File: config.mk
export PLATFORM = sky130hd
export DESIGN_NAME = radar_serial_tx
export DESIGN_NICKNAME = d
export VERILOG_FILES = /design/src/rtl/radar_pkg.sv /design/src/rtl/radar_serial_tx_chk.sv /design/src/rtl/radar_sync_edge.sv /design/src/rtl/radar_serial_tx.sv
export SDC_FILE = /design/constraint.sdc
export NUM_CORES = 1
export LEC_CHECK = 0
export CORE_UTILIZATION = 35
export CTS_CLUSTER_SIZE = 12
export DETAILED_ROUTE_END_ITERATION = 8
export GPL_ROUTABILITY_DRIVEN = 0
export GPL_TIMING_DRIVEN = 1
export PLACE_DENSITY = 0.5
export SETUP_SLACK_MARGIN = 0.05
export SLEW_MARGIN = 20
export SYNTH_ARGS = -nofsm -noshare
export SYNTH_HDL_FRONTEND = slang
export SYNTH_HIERARCHICAL = 1
export SYNTH_SLANG_ARGS = --single-unit
export TNS_END_PERCENT = 10
File: constraint.sdc
create_clock -name CLOCK -period 3.2 [get_ports CLOCK]
set_clock_uncertainty 0.1 [all_clocks]
set_input_delay 0.32 -clock CLOCK [delete_from_list [all_inputs] [get_ports CLOCK]]
set_output_delay 0.32 -clock CLOCK [all_outputs]
set_load 0.005 [all_outputs]
File: src/rtl/radar_pkg.sv
// -----------------------------------------------------------------------------
// radar_pkg
// Shared definitions for the AGC radar serial emulator: radar word width,
// word-select indices for the rendezvous and landing radars, and the
// serializer state encoding.
// -----------------------------------------------------------------------------
package radar_pkg;

    // Every radar word is 15 bits, shifted out MSB first
    localparam int WORD_W = 15;

    // Rendezvous radar word selects (RRRANG / RRRARA)
    localparam int RR_RANG = 0;
    localparam int RR_RARA = 1;

    // Landing radar word selects (LRXVEL / LRYVEL / LRZVEL / LRRANG)
    localparam int LR_XVEL = 0;
    localparam int LR_YVEL = 1;
    localparam int LR_ZVEL = 2;
    localparam int LR_RANG = 3;

    // Serializer states
    typedef enum logic [1:0] {
        ST_IDLE  = 2'd0,
        ST_PULSE = 2'd1,
        ST_WAIT  = 2'd2
    } radar_state_e;

endpackage

File: src/rtl/radar_serial_tx_chk.sv
// -----------------------------------------------------------------------------
// radar_serial_tx_chk
// Property checker for the radar serializer outputs: the zero rail and the
// one rail must never be high at the same time.
//
// Ports:
//   clk - clock, rising edge
//   rst - synchronous active-high reset (disables the check)
//   in0 - zero-bit rail
//   in1 - one-bit rail
// -----------------------------------------------------------------------------
module radar_serial_tx_chk (
    input logic clk,
    input logic rst,
    input logic in0,
    input logic in1
);

    rails_exclusive: assert property (@(posedge clk) disable iff (rst) !(in0 && in1));

endmodule

File: src/rtl/radar_sync_edge.sv
// -----------------------------------------------------------------------------
// radar_sync_edge
// Synchronous rising-edge detector for a level strobe. The detected edge is
// registered (one clock of latency). When the consumer raises 'hold' in the
// cycle an edge is presented, the edge is re-presented on the next cycle so a
// consumer that is momentarily busy does not lose it.
//
// Ports:
//   clk    - clock, rising edge
//   rst    - synchronous active-high reset
//   strobe - level input sampled on clk
//   hold   - keep the currently presented edge for one more cycle
//   rise   - one-cycle edge indication (or held edge)
// -----------------------------------------------------------------------------
module radar_sync_edge (
    input  logic clk,
    input  logic rst,
    input  logic strobe,
    input  logic hold,
    output logic rise
);

    logic prev_r;
    logic edge_r;
    logic pend_r;

    // Previous-sample register, registered edge and one-deep pending hold
    always_ff @(posedge clk) begin
        if (rst) begin
            prev_r <= 1'b0;
            edge_r <= 1'b0;
            pend_r <= 1'b0;
        end else begin
            prev_r <= strobe;
            edge_r <= strobe & ~prev_r;
            pend_r <= edge_r & hold;
        end
    end

    assign rise = edge_r | pend_r;

endmodule

File: src/rtl/radar_serial_tx.sv
// -----------------------------------------------------------------------------
// radar_serial_tx
// Bench-side radar emulator feeding the AGC radar serial inputs. Each AGC sync
// edge returns one bit of the selected 15-bit word, MSB first, as a pulse on
// IN1 (bit = 1) or IN0 (bit = 0). The word is snapshotted from a small table
// at the first sync of a word; a long silence mid-word aborts the burst.
//
// Ports:
//   CLOCK   - system clock, rising edge
//   rst     - synchronous active-high reset
//   SYNC    - AGC sync strobe (level)
//   SEL     - one-hot word select, sampled at word start only
//   LD_WE   - word table write enable
//   LD_IDX  - word table write index (indices >= NWORDS ignored)
//   LD_DATA - word table write data
//   IN0     - zero-bit pulse to AGC
//   IN1     - one-bit pulse to AGC
//   BUSY    - a word is in progress
//   DONE    - one-clock pulse after the last bit's pulse ends
//   ABORT   - one-clock pulse on gap timeout
//   SELERR  - sticky flag: SEL was not one-hot at a word start
// -----------------------------------------------------------------------------
module radar_serial_tx
    import radar_pkg::*;
#(
    parameter int PULSE_CYCLES = 4,
    parameter int GAP_CYCLES   = 200,
    parameter int NWORDS       = 4
) (
    input  logic              CLOCK,
    input  logic              rst,
    input  logic              SYNC,
    input  logic [NWORDS-1:0] SEL,
    input  logic              LD_WE,
    input  logic [1:0]        LD_IDX,
    input  logic [WORD_W-1:0] LD_DATA,
    output logic              IN0,
    output logic              IN1,
    output logic              BUSY,
    output logic              DONE,
    output logic              ABORT,
    output logic              SELERR
);

    localparam int PCNT_W = $clog2(PULSE_CYCLES + 1);
    localparam int GAP_W  = $clog2(GAP_CYCLES + 1);

    localparam logic [PCNT_W-1:0] PCNT_LAST = PCNT_W'(PULSE_CYCLES - 1);
    localparam logic [GAP_W-1:0]  GAP_LIMIT = GAP_W'(GAP_CYCLES);
    localparam logic [3:0]        BIT_LAST  = 4'(WORD_W);

    // True when exactly one bit of the select vector is set
    function automatic logic is_onehot(input logic [NWORDS-1:0] v);
        int n;
        n = 0;
        for (int i = 0; i < NWORDS; i++) begin
            n = n + int'(v[i]);
        end
        return (n == 1);
    endfunction

    logic [WORD_W-1:0] table_r [NWORDS];

    radar_state_e      state_r,  state_nxt_s;
    logic [WORD_W-1:0] shreg_r,  shreg_nxt_s;
    logic [3:0]        bitcnt_r, bitcnt_nxt_s;
    logic [PCNT_W-1:0] pcnt_r,   pcnt_nxt_s;
    logic [GAP_W-1:0]  gap_r,    gap_nxt_s;
    logic              in0_r,    in0_nxt_s;
    logic              in1_r,    in1_nxt_s;
    logic              busy_r,   busy_nxt_s;
    logic              done_r,   done_nxt_s;
    logic              abort_r,  abort_nxt_s;
    logic              selerr_r, selerr_nxt_s;

    logic              rise_s;
    logic              hold_s;
    logic [WORD_W-1:0] sel_word_s;
    logic              sel_ok_s;
    logic [WORD_W-1:0] snap_s;
    logic [GAP_W-1:0]  gap_inc_s;
    logic [3:0]        bitcnt_inc_s;

    radar_sync_edge u_sync_edge (
        .clk    (CLOCK),
        .rst    (rst),
        .strobe (SYNC),
        .hold   (hold_s),
        .rise   (rise_s)
    );

    radar_serial_tx_chk u_chk (
        .clk (CLOCK),
        .rst (rst),
        .in0 (in0_r),
        .in1 (in1_r)
    );

    // Word table: loaded from the write port at any time, cleared by reset
    always_ff @(posedge CLOCK) begin
        if (rst) begin
            for (int i = 0; i < NWORDS; i++) begin
                table_r[i] <= {WORD_W{1'b0}};
            end
        end else begin
            for (int i = 0; i < NWORDS; i++) begin
                if (LD_WE && (LD_IDX == 2'(i))) begin
                    table_r[i] <= LD_DATA;
                end
            end
        end
    end

    // Word picked by SEL; the snapshot is zero unless SEL is exactly one-hot
    always_comb begin
        sel_word_s = {WORD_W{1'b0}};
        for (int i = 0; i < NWORDS; i++) begin
            sel_word_s = sel_word_s | (table_r[i] & {WORD_W{SEL[i]}});
        end
        sel_ok_s     = is_onehot(SEL);
        snap_s       = sel_ok_s ? sel_word_s : {WORD_W{1'b0}};
        gap_inc_s    = (gap_r == GAP_LIMIT) ? gap_r : (gap_r + GAP_W'(1));
        bitcnt_inc_s = bitcnt_r + 4'd1;
    end

    // Serializer next-state and next-output logic
    always_comb begin
        state_nxt_s  = state_r;
        shreg_nxt_s  = shreg_r;
        bitcnt_nxt_s = bitcnt_r;
        pcnt_nxt_s   = pcnt_r;
        gap_nxt_s    = gap_r;
        in0_nxt_s    = 1'b0;
        in1_nxt_s    = 1'b0;
        busy_nxt_s   = busy_r;
        done_nxt_s   = 1'b0;
        abort_nxt_s  = 1'b0;
        selerr_nxt_s = selerr_r;
        hold_s       = 1'b0;

        case (state_r)
            ST_IDLE: begin
                if (rise_s) begin
                    shreg_nxt_s  = snap_s;
                    selerr_nxt_s = selerr_r | ~sel_ok_s;
                    bitcnt_nxt_s = 4'd0;
                    pcnt_nxt_s   = {PCNT_W{1'b0}};
                    busy_nxt_s   = 1'b1;
                    in1_nxt_s    = snap_s[WORD_W-1];
                    in0_nxt_s    = ~snap_s[WORD_W-1];
                    state_nxt_s  = ST_PULSE;
                end else begin
                    state_nxt_s  = ST_IDLE;
                end
            end

            ST_PULSE: begin
                // Sync edges seen here are dropped, except on the final
                // cycle of the word where the edge is held for IDLE.
                if (pcnt_r == PCNT_LAST) begin
                    shreg_nxt_s  = {shreg_r[WORD_W-2:0], 1'b0};
                    bitcnt_nxt_s = bitcnt_inc_s;
                    if (bitcnt_inc_s == BIT_LAST) begin
                        busy_nxt_s  = 1'b0;
                        done_nxt_s  = 1'b1;
                        hold_s      = 1'b1;
                        state_nxt_s = ST_IDLE;
                    end else begin
                        gap_nxt_s   = {GAP_W{1'b0}};
                        state_nxt_s = ST_WAIT;
                    end
                end else begin
                    pcnt_nxt_s = pcnt_r + PCNT_W'(1);
                    in1_nxt_s  = shreg_r[WORD_W-1];
                    in0_nxt_s  = ~shreg_r[WORD_W-1];
                end
            end

            ST_WAIT: begin
                if (rise_s) begin
                    pcnt_nxt_s  = {PCNT_W{1'b0}};
                    in1_nxt_s   = shreg_r[WORD_W-1];
                    in0_nxt_s   = ~shreg_r[WORD_W-1];
                    state_nxt_s = ST_PULSE;
                end else if (gap_inc_s == GAP_LIMIT) begin
                    gap_nxt_s   = gap_inc_s;
                    abort_nxt_s = 1'b1;
                    busy_nxt_s  = 1'b0;
                    state_nxt_s = ST_IDLE;
                end else begin
                    gap_nxt_s   = gap_inc_s;
                end
            end

            default: begin
                busy_nxt_s  = 1'b0;
                state_nxt_s = ST_IDLE;
            end
        endcase
    end

    // Serializer state and registered outputs
    always_ff @(posedge CLOCK) begin
        if (rst) begin
            state_r  <= ST_IDLE;
            shreg_r  <= {WORD_W{1'b0}};
            bitcnt_r <= 4'd0;
            pcnt_r   <= {PCNT_W{1'b0}};
            gap_r    <= {GAP_W{1'b0}};
            in0_r    <= 1'b0;
            in1_r    <= 1'b0;
            busy_r   <= 1'b0;
            done_r   <= 1'b0;
            abort_r  <= 1'b0;
            selerr_r <= 1'b0;
        end else begin
            state_r  <= state_nxt_s;
            shreg_r  <= shreg_nxt_s;
            bitcnt_r <= bitcnt_nxt_s;
            pcnt_r   <= pcnt_nxt_s;
            gap_r    <= gap_nxt_s;
            in0_r    <= in0_nxt_s;
            in1_r    <= in1_nxt_s;
            busy_r   <= busy_nxt_s;
            done_r   <= done_nxt_s;
            abort_r  <= abort_nxt_s;
            selerr_r <= selerr_nxt_s;
        end
    end

    assign IN0    = in0_r;
    assign IN1    = in1_r;
    assign BUSY   = busy_r;
    assign DONE   = done_r;
    assign ABORT  = abort_r;
    assign SELERR = selerr_r;

endmodule

==> metrics, run 1 <==
leading cell types in the layout, fill and taps excluded=63 x and2_1, 60 x edfxtp_1, 41 x dfxtp_1, 33 x nor2_1, 31 x a22oi_1; crit path buf inv count=4; Final Slew Violations=0; Synth Register Bits=101; Avg Cell Area, Syn=10.83 sq um; die area=0.01390 sq mm; commonest non-fill, non-tap cell in the layout=and2_1; Post-Syn Instances=434; crit path time final=3.028 ns; Switching Share=22.01%; core area=0.01288 sq mm; max-cap violation count=0; mux cell area share after synthesis=0.6388%; Min-Delay Startpoint=u_sync_edge/prev_r$_SDFF_PP0_; clk buf depth=2; DP Area=0.005170 sq mm; die width=117.9 microns; Final Hold Violating Endpoints=0; Distinct cells, synth=54; CTS tree=yes; switching power=611.4 uW; power share of the clock group=39.0%; number of global-route vias before repair=3,277; setup bufs post-CTS=0; Final setup viols=0; Skew-Pair Late Insertion Delay=0.34 ns; fmax=0.3303 GHz; outcome=complete, no violations; reg2reg setup slack=0.94 ns; Synth area leader=edfxtp_1; Max rail drop VDD=0.0004135 V; Synth Area in Compound Gates=18.13%; GR Overflow Total=0; worst reg2reg path endpoint=gap_r[3]$_SDFFE_PP0P_; relative slew slack=54.23%; drt first pass iters=4; CP max stage delay=0.54 ns; simple-gate share of the synthesized area=18.79%; Reg clk slew, reported paths=0.07 ns; die height=117.9 microns; All-Layer GR Usage=16.96%; Synth Flop Type=edfxtp_1; IO Count=31; synthesized area=0.004701 sq mm; global-route wire length before repair=18,040 microns; DR iter-0 viols=217; post-route clock period utilization=94.61%; slowest CP cell=fa_1; CP Max Fanout=14; syn_nets=468; area grow syn2layout=16.32%; CP Launch Type=input port; P_leak=1.945 nW; Clock Sinks=101; hold depth=1; routed vias/inst=5.275; WS Path Type=in2reg; initial antenna violation count=0; Post-synth ARST share=0%; P per Cell Area=508.0 mW/mm^2; pre-CTS setup slack=-0.1718 ns; hold crit path type=reg2reg; vias=3,355; Post-Synth XOR/XNOR Area=0%; n_diodes=0; Layout fillers=1,222; Synth top area share=38.33%; initial core utilization=36.51%; Logic pwr share=8.0%; final WL=11,080 microns; worst hold margin=0.2986 ns; Util after Layout=42.46%; sequential cell area fraction in the yosys report=55.79%; required time worst endpoint=3.38 ns; Detail Placement HPWL=7083 microns; number of port buffers=30; Crit. End Element=flip-flop; Post-synth EDFFs=60; Reg power frac=52.9%; RSZ-0062 raised after global routing=true; Hold Path End=u_sync_edge/edge_r$_SDFF_PP0_; top post-synthesis cells by area=edfxtp_1 38%, dfxtp_1 17%, and2_1 8.4%; Non-Filler Instances=636; # rows=41; Reg2Reg Depth=4; Worst path top cell family by delay=adder cells; Worst-Margin Slew=0.6852 ns; placed cells=620; Total Neg Setup Slack=0 ns; post-route setup slack=0.1724 ns; final instance area=0.005468 sq mm; H-tree Lvls=3; FF-to-FF Start=state_r[0]$_SDFFE_PP0P_; Pwr Total=2.778 mW; largest family of logic cells by synthesized area=simple AND/OR/NAND/NOR gates; Adder-Cell Fraction of Synth Area=2.555%; Routed Antenna Nets=0; largest net degree at the start of global routing=35; Routed wire per std cell=17.42 microns; Worst Path Arrival=3.21 ns; Total Nets Final=493; CTS buffer count=9; Synth Warn #=6; DR DRC count=0; internal power=2.166 mW; critical path, cell by cell=clkdlybuf4s50_1 -> inv_1 -> fa_1 -> inv_1 -> ha_1 -> ha_1 -> or3b_1 -> or3_1 -> buf_4 -> a21oi_1 -> a221oi_1 -> nor2_1; clk root buf=clkbuf_16; share of layout cells above drive strength 1=8.836%
## state kept, by name, summed over array words and instances (netlist names)
register,flops
ABORT,1
BUSY,1
DONE,1
IN0,1
IN1,1
SELERR,1
bitcnt_r,4
gap_r,8
pcnt_r,3
shreg_r,15
state_r,2
table_r,60
u_sync_edge/edge_r,1
u_sync_edge/pend_r,1
u_sync_edge/prev_r,1
## worst max path at each step
stage | start | endpoint | slack [ns] | cells past startpoint
final | SEL[0] | shreg_r[11]$_SDFFE_PP0P_ | 0.17 | 12
after global routing | SEL[0] | shreg_r[13]$_SDFFE_PP0P_ | 0.03 | 12
after CTS | SEL[0] | shreg_r[2]$_SDFFE_PP0P_ | 0.17 | 12
after detailed placement | SEL[0] | shreg_r[11]$_SDFFE_PP0P_ | -0.17 | 12
after global placement | SEL[0] | shreg_r[10]$_SDFFE_PP0P_ | -0.1 | 12
after floorplan | SEL[0] | shreg_r[5]$_SDFFE_PP0P_ | 0.05 | 14
## kinds of logic after synthesis
logic type | after synthesis
buffers and inverters | 43
AO/OA/AOI/OAI | 119
AND/OR/NAND/NOR | 159
adder cells (fa/ha/maj) | 9
flip-flops | 101
multiplexers | 3
## area by class of cell
| type | count | area, sq um | area share [%] |
|---|---|---|---|
| Clock buffer | 12 | 246.5 | 4.508 |
| Multi-Input combinational cell | 290 | 1889 | 34.55 |
| Sequential cell | 101 | 2623 | 47.96 |
| Inverter | 15 | 56.30 | 1.030 |
| Timing Repair Buffer | 42 | 390.4 | 7.140 |
| Clock inverter | 4 | 47.55 | 0.8696 |
| Tap cell | 172 | 215.2 | 3.936 |
## power by group through the flow
stage / Clock, mW / Sequential, mW / Combinational (mW)
final: 1.08 / 1.47 / 0.223
after CTS: 1.11 / 1.47 / 0.226
after detailed placement: 0 / 1.50 / 0.224
after global placement: 0 / 1.50 / 0.224
after global routing: 1.16 / 1.48 / 0.248
after floorplan: 0 / 1.49 / 0.124
## metal layers
layer	GRT usage [%]	vias up	share of wire, %
li1	-	1649	-
met2	28.49	74	48
met3	4.021	7	3.5
met1	21.67	1625	47
met4	4.647	0	0.98
met5	0	-	0
## cells in the mapped netlist (2+ instances only)
cell	number
and2_1	63
edfxtp_1	60
dfxtp_1	41
nor2_1	33
a22oi_1	31
a21oi_1	26
nand2_1	16
clkbuf_1	15
inv_1	15
a221oi_1	11
buf_2	10
nand3_1	9
ha_1	8
o21ai_0	8
a31oi_1	6
nor3_1	6
a211oi_1	5
a31o_2	5
nor2b_1	5
a21oi_2	4
and3_1	4
and3b_1	4
nand2b_1	4
a311oi_1	3
mux2i_1	3
nand4_1	3
a21boi_0	2
a21o_1	2
a41oi_1	2
buf_6	2
nand3b_1	2
o21ai_1	2
or3_1	2
or3b_1	2
## what timing repair did
| item | in CTS | in global routing |
|---|---|---|
| gates resized for setup | 0 | 1 |
| endpoints found under the setup margin | 0 | 4 |
| hold buffers | 0 | 0 |
Power figures use the tool's default switching activity.
==> inputs of run 2 (changes only) <==
- SLEW_MARGIN: 20 -> default
==> results of run 2 <==
Final layout, timing and power as in run 1 (identical DEF).
==> inputs of run 3 (changes only) <==
- CTS_CLUSTER_DIAMETER: default -> 100
==> results of run 3 <==
Final layout, timing and power as in run 1 (identical DEF).
